**src/rtl/instr_sequencer.sv**
```systemverilog
// ---------------------------------------------------------------------------
// instr_sequencer
//
// Fetch / decode / execute control sequencer for a small accumulator CPU.
// It fetches 12-bit instruction words from memory, keeps the program
// counter, and emits the load strobes that steer the datapath:
//   opcode 0x0-0xB  ALU op: accumulator and flags load together
//   opcode 0xC      JMP  imm
//   opcode 0xD      JZ   imm (taken when Z is set)
//   opcode 0xE      JC   imm (taken when C is set)
//   opcode 0xF      HALT (only reset leaves the halted state)
//
// Ports
//   clk          in   1   rising-edge clock
//   rst          in   1   asynchronous active-high reset
//   run          in   1   1 = keep sequencing, 0 = stop at next boundary
//   mem_ack      in   1   instruction memory data valid this cycle
//   mem_data     in  12   instruction word {opcode[3:0], imm[7:0]}
//   flags        in   4   {C, Z, N, OV}
//   mem_req      out  1   fetch request (FETCH state only)
//   address_bus  out  8   program counter
//   ir_load      out  1   instruction register capture strobe
//   acc_load     out  1   accumulator capture strobe
//   flag_load    out  1   flag register capture strobe
//   ir_out       out 12   current instruction
//   fde_out      out  3   one-hot phase {EXECUTE, DECODE, FETCH}
//   halted       out  1   high while halted
// ---------------------------------------------------------------------------
module instr_sequencer (
    input  logic        clk,
    input  logic        rst,
    input  logic        run,
    input  logic        mem_ack,
    input  logic [11:0] mem_data,
    input  logic [3:0]  flags,
    output logic        mem_req,
    output logic [7:0]  address_bus,
    output logic        ir_load,
    output logic        acc_load,
    output logic        flag_load,
    output logic [11:0] ir_out,
    output logic [2:0]  fde_out,
    output logic        halted
);

    typedef enum logic [2:0] {
        S_IDLE    = 3'd0,
        S_FETCH   = 3'd1,
        S_DECODE  = 3'd2,
        S_EXECUTE = 3'd3,
        S_HALT    = 3'd4
    } state_t;

    localparam logic [3:0] OP_LAST_ALU = 4'hB;
    localparam logic [3:0] OP_JMP      = 4'hC;
    localparam logic [3:0] OP_JZ       = 4'hD;
    localparam logic [3:0] OP_JC       = 4'hE;

    state_t      r_state;
    state_t      w_next_state;
    logic [7:0]  r_pc;
    logic [7:0]  w_pc_next;
    logic [11:0] r_ir;
    logic [11:0] w_ir_next;

    logic [3:0]  w_opcode;
    logic [7:0]  w_imm;
    logic        w_flag_c;
    logic        w_flag_z;
    logic        w_unused_flags;

    assign w_opcode       = r_ir[11:8];
    assign w_imm          = r_ir[7:0];
    assign w_flag_c       = flags[3];
    assign w_flag_z       = flags[2];
    // N and OV are carried on the bus but no branch here tests them.
    assign w_unused_flags = ^flags[1:0];

    assign address_bus = r_pc;
    assign ir_out      = r_ir;

    // State, program counter and instruction register.
    always_ff @(posedge clk or posedge rst) begin
        if (rst) begin
            r_state <= S_IDLE;
            r_pc    <= 8'h00;
            r_ir    <= 12'h000;
        end else begin
            r_state <= w_next_state;
            r_pc    <= w_pc_next;
            r_ir    <= w_ir_next;
        end
    end

    // Next-state, datapath updates and strobes.
    always_comb begin
        w_next_state = r_state;
        w_pc_next    = r_pc;
        w_ir_next    = r_ir;
        mem_req      = 1'b0;
        ir_load      = 1'b0;
        acc_load     = 1'b0;
        flag_load    = 1'b0;
        fde_out      = 3'b000;
        halted       = 1'b0;

        case (r_state)
            S_IDLE: begin
                if (run) begin
                    w_next_state = S_FETCH;
                end
            end

            S_FETCH: begin
                mem_req = 1'b1;
                fde_out = 3'b001;
                // Wait states simply hold here with PC on the bus.
                if (mem_ack) begin
                    ir_load      = 1'b1;
                    w_ir_next    = mem_data;
                    w_pc_next    = r_pc + 8'd1;  // wraps FF -> 00
                    w_next_state = S_DECODE;
                end
            end

            S_DECODE: begin
                fde_out      = 3'b010;
                w_next_state = S_EXECUTE;
            end

            S_EXECUTE: begin
                fde_out      = 3'b100;
                w_next_state = run ? S_FETCH : S_IDLE;
                if (w_opcode <= OP_LAST_ALU) begin
                    acc_load  = 1'b1;
                    flag_load = 1'b1;
                end else if (w_opcode == OP_JMP) begin
                    w_pc_next = w_imm;
                end else if (w_opcode == OP_JZ) begin
                    if (w_flag_z) begin
                        w_pc_next = w_imm;
                    end
                end else if (w_opcode == OP_JC) begin
                    if (w_flag_c) begin
                        w_pc_next = w_imm;
                    end
                end else begin
                    // 0xF: HALT overrides the run-based return.
                    w_next_state = S_HALT;
                end
            end

            S_HALT: begin
                halted = 1'b1;
            end

            default: begin
                w_next_state = S_IDLE;
            end
        endcase
    end

endmodule

```
**config.mk**
```make
export PLATFORM = sky130hd
export DESIGN_NAME = instr_sequencer
export DESIGN_NICKNAME = d
export VERILOG_FILES = /design/src/rtl/instr_sequencer.sv
export SDC_FILE = /design/constraint.sdc
export NUM_CORES = 1
export LEC_CHECK = 0
export CORE_UTILIZATION = 43
export CTS_CLUSTER_SIZE = 40
export DETAILED_ROUTE_END_ITERATION = 8
export HOLD_SLACK_MARGIN = 0.02
export MAX_ROUTING_LAYER = met4
export PLACE_DENSITY = 0.79
export SYNTH_ARGS = -nofsm -noshare
export SYNTH_HDL_FRONTEND = slang
export SYNTH_SLANG_ARGS = --single-unit
```
**constraint.sdc**
```tcl
create_clock -name clk -period 2.3 [get_ports clk]
set_clock_uncertainty 0.05 [all_clocks]
set_input_delay 0.69 -clock clk [delete_from_list [all_inputs] [get_ports clk]]
set_output_delay 0.69 -clock clk [all_outputs]
set_load 0.05 [all_outputs]
```
Word level (Yosys, flattened, before mapping)
Index checks and enable logic that the tools add are counted.
Widths: inputs -> output; s select.
{ "totals": {"in_bits": 20, "output_inout_bits": 28, "ff_bits": 23, "word_cells": 47} }
{ "op_classes": {"eq_ne": 13, "n_lt_le_gt_ge": 1, "reduce_logical": 5, "add_sub_neg": 1, "bitwise_logic": 1, "n_mux": 23} }
{ "op_table": {"columns": ["cell", "count"], "rows": [
  ["$mux 8", 7],
  ["$mux 3", 6],
  ["$pmux 8 s2", 1],
  ["$pmux 3 s5", 1],
  ["$eq 4x4->1 const B", 3],
  ["$ne 4x4->1 const B", 3],
  ["$pmux 3 s3", 1],
  ["$add 8x1->8 const B", 1],
  ["$mux 1", 7],
  ["$eq 3x2->1 const B", 2],
  ["$ne 2x2->1 const B", 3],
  ["$reduce_and 6->1", 1],
  ["$le 4x4->1 const B", 1],
  ["$eq 3x1->1 const B", 1],
  ["$eq 3x3->1 const B", 1],
  ["$logic_not 3->1", 1],
  ["$reduce_and 3->1", 1],
  ["$reduce_and 2->1", 1],
  ["$reduce_bool 2->1", 1],
  ["$not 1->1", 1]
]} }

Logic depth before layout (Yosys ltp)
{ "logic_depth": {"depth_word": 6, "mapped_depth": 7, "depth_no_buf": 6} }

Least setup slack after synthesis
No wires, ideal clock.
{ "synth_path": {"kind": "reg2out", "start": "register r_state[1]", "end": "output halted", "n_path_buf": 2, "path_slack_ns": -0.348, "stages_incl_launch_ff": 4, "arrival_time_ns": 1.908, "required_time_ns": 1.560, "path_cell_list": "dfrtp_1 buf_2 clkbuf_1 nor3b_1"} }
{ "synth_between": {"elab_chain_cells": 2} }
{ "synth_lines": {"columns": ["element", "line", "source"], "rows": [
  ["start, declared", "59", "state_t r_state;"],
  ["start signal, assigned", "89", "r_state <= w_next_state;"],
  ["$eq 3x3->1", "107", "case (r_state)"],
  ["$mux 1", "107", null],
  ["end, declared", "43", "output logic halted"]
]} }
No other way between the ends.

Worst setup path in the final report
{ "layout_path": {"start": "register r_ir[1] (netlist: ir_out[1])", "end": "output ir_out[1]"} }
{ "layout_rtl": {"columns": ["element", "line", "source"], "rows": [
  ["start, declared", "63", "logic [11:0] r_ir;"],
  ["start signal, assigned", "91", "r_ir <= w_ir_next;"],
  ["end, declared", "41", "output logic [11:0] ir_out,"]
]} }
No word-level cell between the ends.

==> metrics.txt <==
Critical Path AT=1.51 ns; Post-Synthesis Cell Area=1240 um2; Inserted Clock Buffers=3; count of pins over their slew limit=0; setup TNS=0 ns; Root Buffer Master=clkbuf_4; Hold Crit Class=register to register; crit path max fanout=3; vias per cell=5.71; row count=19; critical path endpoint category=output port; Syn Nets=147; initial antenna violation count=0; TritonCTS clock tree=done; DRC viols=0; die extent in y=55.7 um; GRT overflow=0; post-layout min period=2.25 ns; Yosys cell types=34; fraction of synthesized area in multiplexers=13.4%; Area Overhead vs Synth=51.3%; Iter 0 DRT Violations=18; Synth Instances=126; Max transition margin=65.4%; compound-gate portion of the synthesized area=15.7%; Max Fclk=444 MHz; Clock Latency Late Sink=0.31 ns; clk buf depth=2; GRT Util Overall=22.3%; Core Area=2730 um2; non-filler cells, final=207; Seq/Total Area, Yosys=46.4%; cts hold-fix bufs=0; Critical Path Max Stage Delay=0.81 ns; placed cell count=203; DRT antenna net count=0; Mean Syn Cell Area=9.85 um2; largest family of logic cells by synthesized area=simple AND/OR/NAND/NOR gates; pin count of the biggest net entering global routing=24; Nets=198; adder-cell share of the synthesized area=1.01%; Clock Sinks=23; Post-Synth XOR/XNOR Area=0%; H-Tree Depth=1; IO Count=48; Avg WL per Cell=14.9 um; status=finished, final reports clean; flops & latches, synth=23; Synth Flop Type=dfrtp_1; worst endpoint required time=1.56 ns; detailed placement HPWL=2340 um; Die X=55.7 um; clk slew on worst S/H paths=0.12 ns; slowest CP cell=clkdlybuf4s50_1; fin crit share=98.0%; final setup fails=0; vias in the first global route=1200; P_leak=0.873 nW; pwr/cell area=1710 nW/um2; first-pass GRT wire length=5400 um; GP Congestion=0.863; final wirelength=3090 um; Initial Utilization=45.4%; VDD IR-drop max=1.19 mV; share of flip-flops with an asynchronous set or reset=100%; share of cells above drive strength 1=29.5%; Worst setup SP type=register; Setup CP Type=register to output port; DR pass1 iterations=4; Bufs and invs on worst path=1; vias=1183; Worst Tran Pin Value=0.517 ns; Cell Chain, Critical Path=clkdlybuf4s50_1; Largest delay share family, worst path=buffers and inverters; Synth Warn #=0; PortBufs=45; Post-synth EDFFs=0; Post-Synth Simple-Gate Area=17.1%; Hold Violations, Final=0; Ant. Diodes=0; maximum capacitance violations=0; die area=3110 um2; RSZ-0062 raised after global routing=no
==> Yosys cell counts, drive strengths merged (2+ instances only) <==
cell	number	area share [%]
a211oi	2	1.6
a21oi	10	4.0
and2	3	1.5
buf	7	4.2
dfrtp	23	46
inv	6	1.8
mux2	13	12
mux2i	2	1.6
nand2	10	3.2
nand3	6	2.4
nand4	3	1.5
nor2	13	4.5
nor2b	2	1.0
nor3	3	1.2
o21ai	2	0.81
o22ai	8	4.0
==> layer usage <==
metal | wire length (um) | track usage (%) | vias to the layer above
li1 | - | - | 549
met1 | 1350 | 28.3 | 574
met2 | 1510 | 35.3 | 54
met3 | 179 | 4.65 | 6
met4 | 53 | 8.21 | 0
met5 | 0 | - | -
==> area by class of cell <==
class / instances / area (um2)
fill: 198 / 856
multi-input combinational: 89 / 609
timing repair buffer: 54 / 602
sequential: 23 / 578
tap: 31 / 38.8
clock buffer: 3 / 22.5
inverter: 6 / 22.5
clock inverter: 1 / 5.00
==> sequential cells by signal (all words and copies together) (netlist names) <==
name	cells
ir_out	12
address_bus	8
r_state	3
==> worst min-delay path: stages, from the launching register on <==
cell and delay (ns):
dfrtp_1 0.42, inv_1 0.06, a21oi_1 0.05
==> placed cells by master (no fill, tap or decap), types with 5 or more instances in the layout <==
cell	netlist	layout
mux2_2	13	13
buf_12	0	8
o22ai_1	8	8
a21oi_1	10	10
buf_4	2	16
clkdlybuf4s50_1	0	17
dfrtp_1	23	21
nor2_1	12	10
inv_1	6	5
dlymetal6s2s_1	0	10
nand3_1	6	6
nand2_1	9	9
==> per-stage QoR <==
step | utilization [%] | area [um2] | power, mW | hold slack [ns] | setup WS [ns]
6_report | 68.7 | 1880 | 3.21 | 0.497 | 0.0464
5_1_grt | 68.7 | 1880 | 3.38 | 0.518 | 0.0109
2_1_floorplan | - | 1260 | 2.25 | 0.492 | 0.0423
3_5_place_dp | 66.5 | 1820 | 3.03 | 0.482 | -0.0533
3_3_place_gp | 66.5 | 1820 | 2.98 | 0.477 | -0.0661
4_1_cts | 67.5 | 1850 | 3.22 | 0.496 | 0.0136
==> report_power, final <==
group	switching [mW]	leakage, nW	internal (mW)	total, mW
Sequential	0.239	0.269	0.596	0.834
Combinational	1.33	0.586	0.858	2.19
Clock	0.118	0.0177	0.0650	0.183
==> kinds of logic (layout without fill, tap and decap cells) <==
kind of cell	Yosys count	in the layout
AOI/OAI and AO/OA	30	30
adders and majority gates	1	1
buffers and inverters	14	64
DFF	23	23
muxes	15	15
and+or+nand+nor	43	43
==> worst paths after layout <==
kind	slack, ns	endpoint	depth (start not counted)	startpoint
worst max register to register	0.60	ir_out[9]	4	r_state[1]
max in group asynchronous	1.31	r_state[0]	3	rst
worst min-delay path	0.50	address_bus[5]	2	address_bus[5]
min in group asynchronous	0.65	ir_out[6]	3	rst
worst min register to register	0.50	address_bus[5]	2	address_bus[5]
worst max-delay path	0.05	ir_out[1]	1	ir_out[1]
==> repair_timing <==
| action | in CTS | in global routing |
|---|---|---|
| pin swaps | 1 | 0 |
| setup buffers | 0 | 0 |
| cloned | 0 | 0 |
| setup endpoints to repair | 4 | 12 |
| resized for setup | 6 | 12 |
Power figures use the tool's default switching activity.
